--- config.mk ---
export PLATFORM = sky130hd
export DESIGN_NAME = omr_sheet_assembler
export DESIGN_NICKNAME = d
export VERILOG_FILES = /design/src/rtl/omr_sheet_assembler.sv
export SDC_FILE = /design/constraint.sdc
export NUM_CORES = 1
export LEC_CHECK = 0
export ABC_AREA = 1
export BUFFER_PORTS_ARGS = -buffer_cell sky130_fd_sc_hd__buf_4
export CAP_MARGIN = 5
export CORE_ASPECT_RATIO = 1.2
export CORE_MARGIN = 2
export CORE_UTILIZATION = 30
export DETAILED_ROUTE_END_ITERATION = 8
export GPL_TIMING_DRIVEN = 0
export PLACE_DENSITY = 0.48
export SLEW_MARGIN = 20
export SYNTH_ARGS = -nofsm -noshare
export SYNTH_HDL_FRONTEND = slang
export SYNTH_SLANG_ARGS = --single-unit
--- constraint.sdc ---
create_clock -name clk -period 4.2 [get_ports clk]
set_input_delay 0.84 -clock clk [delete_from_list [all_inputs] [get_ports clk]]
set_output_delay 0.84 -clock clk [all_outputs]
set_load 0.02 [all_outputs]
--- src/rtl/omr_sheet_assembler.sv ---
// Packs one-hot validated bubble rows into the per-sheet student answer word and invalid mask.
// Optional idle-row timeout enabled by defining OMR_ROW_TIMEOUT_EN.
module omr_sheet_assembler #(
    parameter int NUM_Q = 10,
    parameter int OPT_W = 4
`ifdef OMR_ROW_TIMEOUT_EN
    ,
    parameter int TIMEOUT_CYC = 255
`endif
) (
    input  logic                     clk,
    input  logic                     reset,
    input  logic                     start,
    input  logic                     row_valid,
    output logic                     row_ready,
    input  logic [OPT_W-1:0]         row_bubbles,
    output logic                     sheet_valid,
    input  logic                     sheet_ready,
    output logic [NUM_Q*OPT_W-1:0]   student_answers,
    output logic [NUM_Q-1:0]         invalid_mask,
    output logic                     busy
`ifdef OMR_ROW_TIMEOUT_EN
    ,
    output logic                     timeout_flag
`endif
);

    localparam int CNT_W = $clog2(NUM_Q + 1);

    typedef enum logic [1:0] {
        S_IDLE,
        S_COLLECT,
        S_HOLD
    } state_t;

    state_t           state;
    logic [CNT_W-1:0] q_cnt;
    logic             row_ok;
    logic [OPT_W-1:0] row_word;
    logic             row_take;
    logic             last_row;

`ifdef OMR_ROW_TIMEOUT_EN
    localparam int IDLE_W = $clog2(TIMEOUT_CYC + 1);
    logic [IDLE_W-1:0] idle_cnt;
`endif

    // A malformed row is stored as 0000 so it can never match an answer key.
    assign row_ok   = $onehot(row_bubbles);
    assign row_word = row_ok ? row_bubbles : '0;
    assign row_take = row_valid && row_ready;
    assign last_row = (q_cnt == CNT_W'(NUM_Q - 1));

    // NOTE: every register here is updated with <= so all of them see the pre-edge values
    // of q_cnt and state; blocking assignments would let a later line see the new count.
    always_ff @(posedge clk or negedge reset) begin
        if (!reset) begin
            state           <= S_IDLE;
            q_cnt           <= '0;
            student_answers <= '0;
            invalid_mask    <= '0;
            row_ready       <= 1'b0;
            sheet_valid     <= 1'b0;
            busy            <= 1'b0;
`ifdef OMR_ROW_TIMEOUT_EN
            idle_cnt        <= '0;
            timeout_flag    <= 1'b0;
`endif
        end else begin
            case (state)
                S_IDLE: begin
                    if (start) begin
                        state           <= S_COLLECT;
                        q_cnt           <= '0;
                        student_answers <= '0;
                        invalid_mask    <= '0;
                        row_ready       <= 1'b1;
                        busy            <= 1'b1;
`ifdef OMR_ROW_TIMEOUT_EN
                        idle_cnt        <= '0;
                        timeout_flag    <= 1'b0;
`endif
                    end
                end

                S_COLLECT: begin
                    if (row_take) begin
                        // Constant slice indices per question keep the write decoder static.
                        for (int k = 0; k < NUM_Q; k++) begin
                            if (q_cnt == CNT_W'(k)) begin
                                student_answers[(NUM_Q-1-k)*OPT_W +: OPT_W] <= row_word;
                                invalid_mask[NUM_Q-1-k]                     <= ~row_ok;
                            end
                        end
                        q_cnt <= q_cnt + CNT_W'(1);
`ifdef OMR_ROW_TIMEOUT_EN
                        idle_cnt <= '0;
`endif
                        if (last_row) begin
                            state       <= S_HOLD;
                            row_ready   <= 1'b0;
                            sheet_valid <= 1'b1;
                        end
                    end
`ifdef OMR_ROW_TIMEOUT_EN
                    else if (idle_cnt == IDLE_W'(TIMEOUT_CYC - 1)) begin
                        // Unreceived questions already hold 0000 from the start clear.
                        for (int k = 0; k < NUM_Q; k++) begin
                            if (CNT_W'(k) >= q_cnt) begin
                                invalid_mask[NUM_Q-1-k] <= 1'b1;
                            end
                        end
                        state        <= S_HOLD;
                        row_ready    <= 1'b0;
                        sheet_valid  <= 1'b1;
                        timeout_flag <= 1'b1;
                    end else begin
                        idle_cnt <= idle_cnt + IDLE_W'(1);
                    end
`endif
                end

                S_HOLD: begin
                    if (sheet_ready) begin
                        state       <= S_IDLE;
                        sheet_valid <= 1'b0;
                        busy        <= 1'b0;
                    end
                end

                default: begin
                    state <= S_IDLE;
                end
            endcase
        end
    end

endmodule

Word level (Yosys, flattened, before mapping)
Index checks and enable logic that the tools add are counted.

Add/sub/neg operators: 4. Eq/ne operators: 25. Mux-type cells: 44. Bitwise gates (word level): 1. Reduce and logical (&&, ||, !) cells: 20.

Operators with widths (number): two-way mux 40 bit (2); one-hot mux 40 bit (2 select lines) (1); two-way mux 4 bit (13); AND reduction 4 bit (12); != test 2 bit, second input constant (13); two-way mux 10 bit (2); one-hot mux 10 bit (2 select lines) (1); equality test 4 x 3 -> 1 bit, second input constant (4); two-way mux 1 bit (16); equality test 4 x 2 -> 1 bit, second input constant (2); equality test 4 bit, second input constant (2); two-way mux 2 bit (4); one-hot mux 4 bit (2 select lines) (1); one-hot mux 1 bit (2 select lines) (3); one-hot mux 2 bit (3 select lines) (1); AND reduction 3 bit (2); nonzero test 2 bit (3); adder 1 x 1 -> 2 bit (2); adder 4 x 1 -> 4 bit, second input constant (1); equality test 4 x 1 -> 1 bit, second input constant (1); logical NOT 4 bit (1); adder 2 x 2 -> 3 bit (1); equality test 3 x 1 -> 1 bit, second input constant (1); equality test 2 x 1 -> 1 bit, second input constant (1); 4 further kinds (4).

Register bits after elaboration: 59. Input bits: 9. Output and inout port bits: 53. Logic and storage cells: 119.

Depth between registers and ports, before layout
Depth in word-level cells: 7. Depth in mapped cells: 11. Gate-level depth less buffers: 11.

Worst setup path before layout
Ideal clock, no wire load.

Path type: input to register. Start: input row_bubbles[0]. End: register student_answers[0]. Setup time: 0.067 ns. Arrival: 2.593 ns. Required time: 4.133 ns. Setup slack: 1.541 ns. Cell stages on the path: 10. Path buffers: 0. Cell sequence: inv_1 -> fa_1 -> inv_1 -> ha_1 -> ha_1 -> inv_1 -> nand3_1 -> nor2_1 -> nand3_1 -> nand2_1.

Word-level cells in the longest chain between the ends: 7.

Ends and longest elaborated chain: start, declared (RTL line 16) `input logic [OPT_W-1:0] row_bubbles,`; adder 1 x 1 -> 2 bit (implied by the code) (RTL line 49) `assign row_ok = $onehot(row_bubbles);`; adder 2 x 2 -> 3 bit (implied by the code) (RTL line 49); equality test 3 x 1 -> 1 bit (RTL line 49); two-way mux 4 bit * (RTL line 50) `assign row_word = row_ok ? row_bubbles : '0;`; two-way mux 4 bit * (RTL line 90) `if (q_cnt == CNT_W'(k)) begin`; two-way mux 40 bit * (RTL line 87) `if (row_take) begin`; one-hot mux 40 bit (2 select lines) * (RTL line 70) `case (state)`; end signal, assigned by index (RTL line 91) `student_answers[(NUM_Q-1-k)*OPT_W +: OPT_W] <= row_word;`; end, declared (RTL line 19) `output logic [NUM_Q*OPT_W-1:0] student_answers,`.

Mark *: on every way between the ends. The rest lies on a longest branch, timed or not. The select of a mux whose other input is x is not followed. A chain may end at the register's enable or synchronous reset.

Final worst setup path
Start: input row_bubbles[0]. End: register student_answers[33].

Word-level cells in the longest chain between the ends: 7.

Ends and longest elaborated chain (RTL line): adder 1 x 1 -> 2 bit (implied by the code) (49); adder 2 x 2 -> 3 bit (implied by the code) (49); equality test 3 x 1 -> 1 bit (49); two-way mux 4 bit (50); two-way mux 4 bit (90); two-way mux 40 bit (87); one-hot mux 40 bit (2 select lines) (70).

No other way between the ends. The select of a mux whose other input is x is not followed.

==> metrics.md <==
| Metric | Value |
|---|---|
| Worst slew pin tran | 0.981 ns |
| Share of layout cells above drive strength 1 | 0.233 |
| Placed cell count | 489 |
| Family with the most delay on the worst path | simple AND/OR/NAND/NOR gates |
| Largest net degree at the start of global routing | 60 |
| DR DRC count | 0 |
| Total routed wirelength | 6870 um |
| Worst EP required | 4.47 ns |
| PostCTS Resize Cnt | 0 |
| FF-to-FF setup slack | 2.43 ns |
| Reg-to-reg critical path endpoint | student_answers[33]$_DFFE_PN0P_ |
| Highest Clock Rate | 339 MHz |
| Clk_lat worst skew | 0.34 ns |
| Routed vias | 2326 |
| Routed len/inst | 13.6 um |
| Core Area | 8560 sq um |
| Leak | 1.97 nW |
| Die H | 107 um |
| Routed Antenna Nets | 0 |
| Commonest non-fill, non-tap cells in the layout | nand2_1 (131), nand3_1 (64), buf_4 (61) |
| Slowest CP cell | nor2_1 |
| HP Class | flip-flop to flip-flop |
| Layout area overhead | 30.4% |
| Synth Cell Area | 2630 sq um |
| Die Wd | 89.5 um |
| Sequential-to-total area share from yosys stat | 0.562 |
| Syn Nets | 327 |
| Power Dens Cells | 667 nW/um^2 |
| Iteration-0 DRC Markers | 113 |
| Number of global-route vias before repair | 2220 |
| Clock skew | 0.00810 ns |
| Worst Path Buf+Inv | 4 |
| CTS Hold Bufs | 0 |
| Setup TNS | 0 ns |
| Critical Path Max Stage Delay | 0.78 ns |
| Sink Count | 59 |
| Most frequent CP cell | inv_1 |
| PortBufs | 61 |
| Slew Limit Fails | 0 |
| Seq cells post-synth | 59 |
| CTS tree | built |
| Initial antenna violation count | 0 |
| CTS Buf Count | 9 |
| Gr usage total | 0.155 |
| CP Launch Point | row_bubbles[0] |
| Register area | 1480 sq um |
| Final net count | 399 |
| Reg2Reg Depth | 5 |
| Slew HR | 0.343 |
| Area of the multi-input gates | 1040 sq um |
| Final Hold Fails | 0 |
| Fill cell count | 875 |
| Type of the worst setup path | input port to flip-flop |
| DR pass1 iterations | 4 |
| Grt total ovfl | 0 |
| CTS clk-pin slew, worst paths | 0.07 ns |
| CP cell instances | buf_4, inv_1, fa_1, inv_1, ha_1, ha_1, inv_1, nand3_1, nor2_1, nand3_1, nand2_1 |
| Die ar. | 9530 sq um |
| Crit path to | student_answers[33]$_DFFE_PN0P_ |
| CP max FO | 10 |
| CTS root buf | clkbuf_8 |
| Post-synthesis cell type count | 21 |
| Max VDD drop | 0.192 mV |
| Commonest non-fill, non-tap cell in the layout | nand2_1 |
| R2R Path Start | state[1]$_DFFE_PN0P_ |
| Critical Path End Type | flip-flop |
| Final cell count without fillers | 504 |
| GP Congestion | 0.810 |
| YS warnings | 0 |
| Outcome | finished, final reports clean |
| CP startpoint kind | input port |
| Period Utilization, post-route | 0.702 |
| Final min period | 2.95 ns |
| Post-CTS setup buffer count | 0 |
| Mean Syn Cell Area | 8.45 sq um |
| CTS Buffer Depth | 2 |
| Vias per inst | 4.62 |
| Htree depth | 3 |
| Setup violations, final | 0 |
| IO Count | 62 |
| RSZ-0062 raised after global routing | no |
| Antenna cells | 0 |
| Row cnt | 37 |
| Cell count after synthesis | 311 |
| Final Power | 0.00229 W |
| Max-cap viol count | 0 |
| DP HPWL | 4710 um |
| Arr. time, crit path | 3.22 ns |
| Initial core utilization | 0.307 |
| Global-route wire length before repair | 11100 um |
| CP Depth | 11 |
==> where the power goes <==
group          internal, W  total, W  switching, W
Sequential        0.000742  0.000859      0.000116
Clock             0.000303  0.000519      0.000216
Combinational     0.000331  0.000909      0.000579
==> worst reg2reg max path: stages (launching register included) <==
cell     delay [ns]
dfrtp_1        0.40
inv_1          0.18
nand3_1        0.10
nor2_1         0.76
nand3_1        0.17
nand2_1        0.11
==> sequential cells by signal, summed over array words and instances (netlist names) <==
signal and flops:
busy 1, q_cnt 4, row_ready 1, state 2, sheet_valid 1, student_answers 40, invalid_mask 10
==> per-layer routing <==
metal  GRT usage  part of all wire  up-vias
li1            -                 -     1149
met1       0.205              0.45     1109
met2       0.242              0.48       58
met3      0.0264             0.051       10
met4      0.0768             0.023        0
met5           0                 0        -
==> synthesized netlist by cell type <==
cell type  number  area share
nand2_1       131        0.19
nand3_1        64        0.12
dfrtp_1        59        0.56
inv_1          15       0.021
buf_2           7       0.013
nor2_1          7       0.010
ha_1            6       0.029
nand2_2         6       0.014
o21ai_0         4      0.0076
a21oi_1         1      0.0019
and3_1          1      0.0024
buf_6           1      0.0043
clkinv_1        1      0.0014
fa_1            1      0.0076
inv_2           1      0.0014
nand4_1         1      0.0024
nor2_2          1      0.0024
nor3b_1         1      0.0029
o211ai_1        1      0.0029
o21ai_1         1      0.0019
o31ai_1         1      0.0029
==> cell type report <==
type / count / share of cell area
buffer: 8 / 0.0135
clock inverter: 2 / 0.0102
clock buffer: 13 / 0.0464
sequential: 59 / 0.431
multi-input combinational: 227 / 0.304
tap: 117 / 0.0427
inverter: 17 / 0.0186
timing repair buffer: 61 / 0.134
==> how the worst min path moves through the flow <==
stage | from | to | cells after the start
2_1_floorplan | reset | busy$_DFFE_PN0P_ | 0
3_5_place_dp | student_answers[3]$_DFFE_PN0P_ | student_answers[3]$_DFFE_PN0P_ | 2
3_3_place_gp | student_answers[14]$_DFFE_PN0P_ | student_answers[14]$_DFFE_PN0P_ | 2
6_report | student_answers[16]$_DFFE_PN0P_ | student_answers[16]$_DFFE_PN0P_ | 2
5_1_grt | student_answers[18]$_DFFE_PN0P_ | student_answers[18]$_DFFE_PN0P_ | 2
4_1_cts | student_answers[3]$_DFFE_PN0P_ | student_answers[3]$_DFFE_PN0P_ | 2
==> logic make-up (layout without fill, tap and decap cells) <==
group           count (synthesis)  after routing  synth area share
compound gates                  8              8            0.0171
simple gates                  212            212             0.343
buf+inv                        25            101            0.0419
fa+ha+maj                       7              7            0.0362
flops                          59             59             0.562
==> stage by stage <==
stage | area (sq um) | utilization | setup WS (ns) | hold slack [ns]
after floorplan | 2630 | - | 1.54 | 0.544
after global placement | 3230 | 0.378 | 0.856 | 0.458
after detailed placement | 3230 | 0.378 | 0.904 | 0.460
after CTS | 3430 | 0.400 | 1.18 | 0.476
after global routing | 3430 | 0.400 | 1.03 | 0.490
final | 3430 | 0.400 | 1.25 | 0.471
No activity file was read; power rests on OpenSTA's default activity.
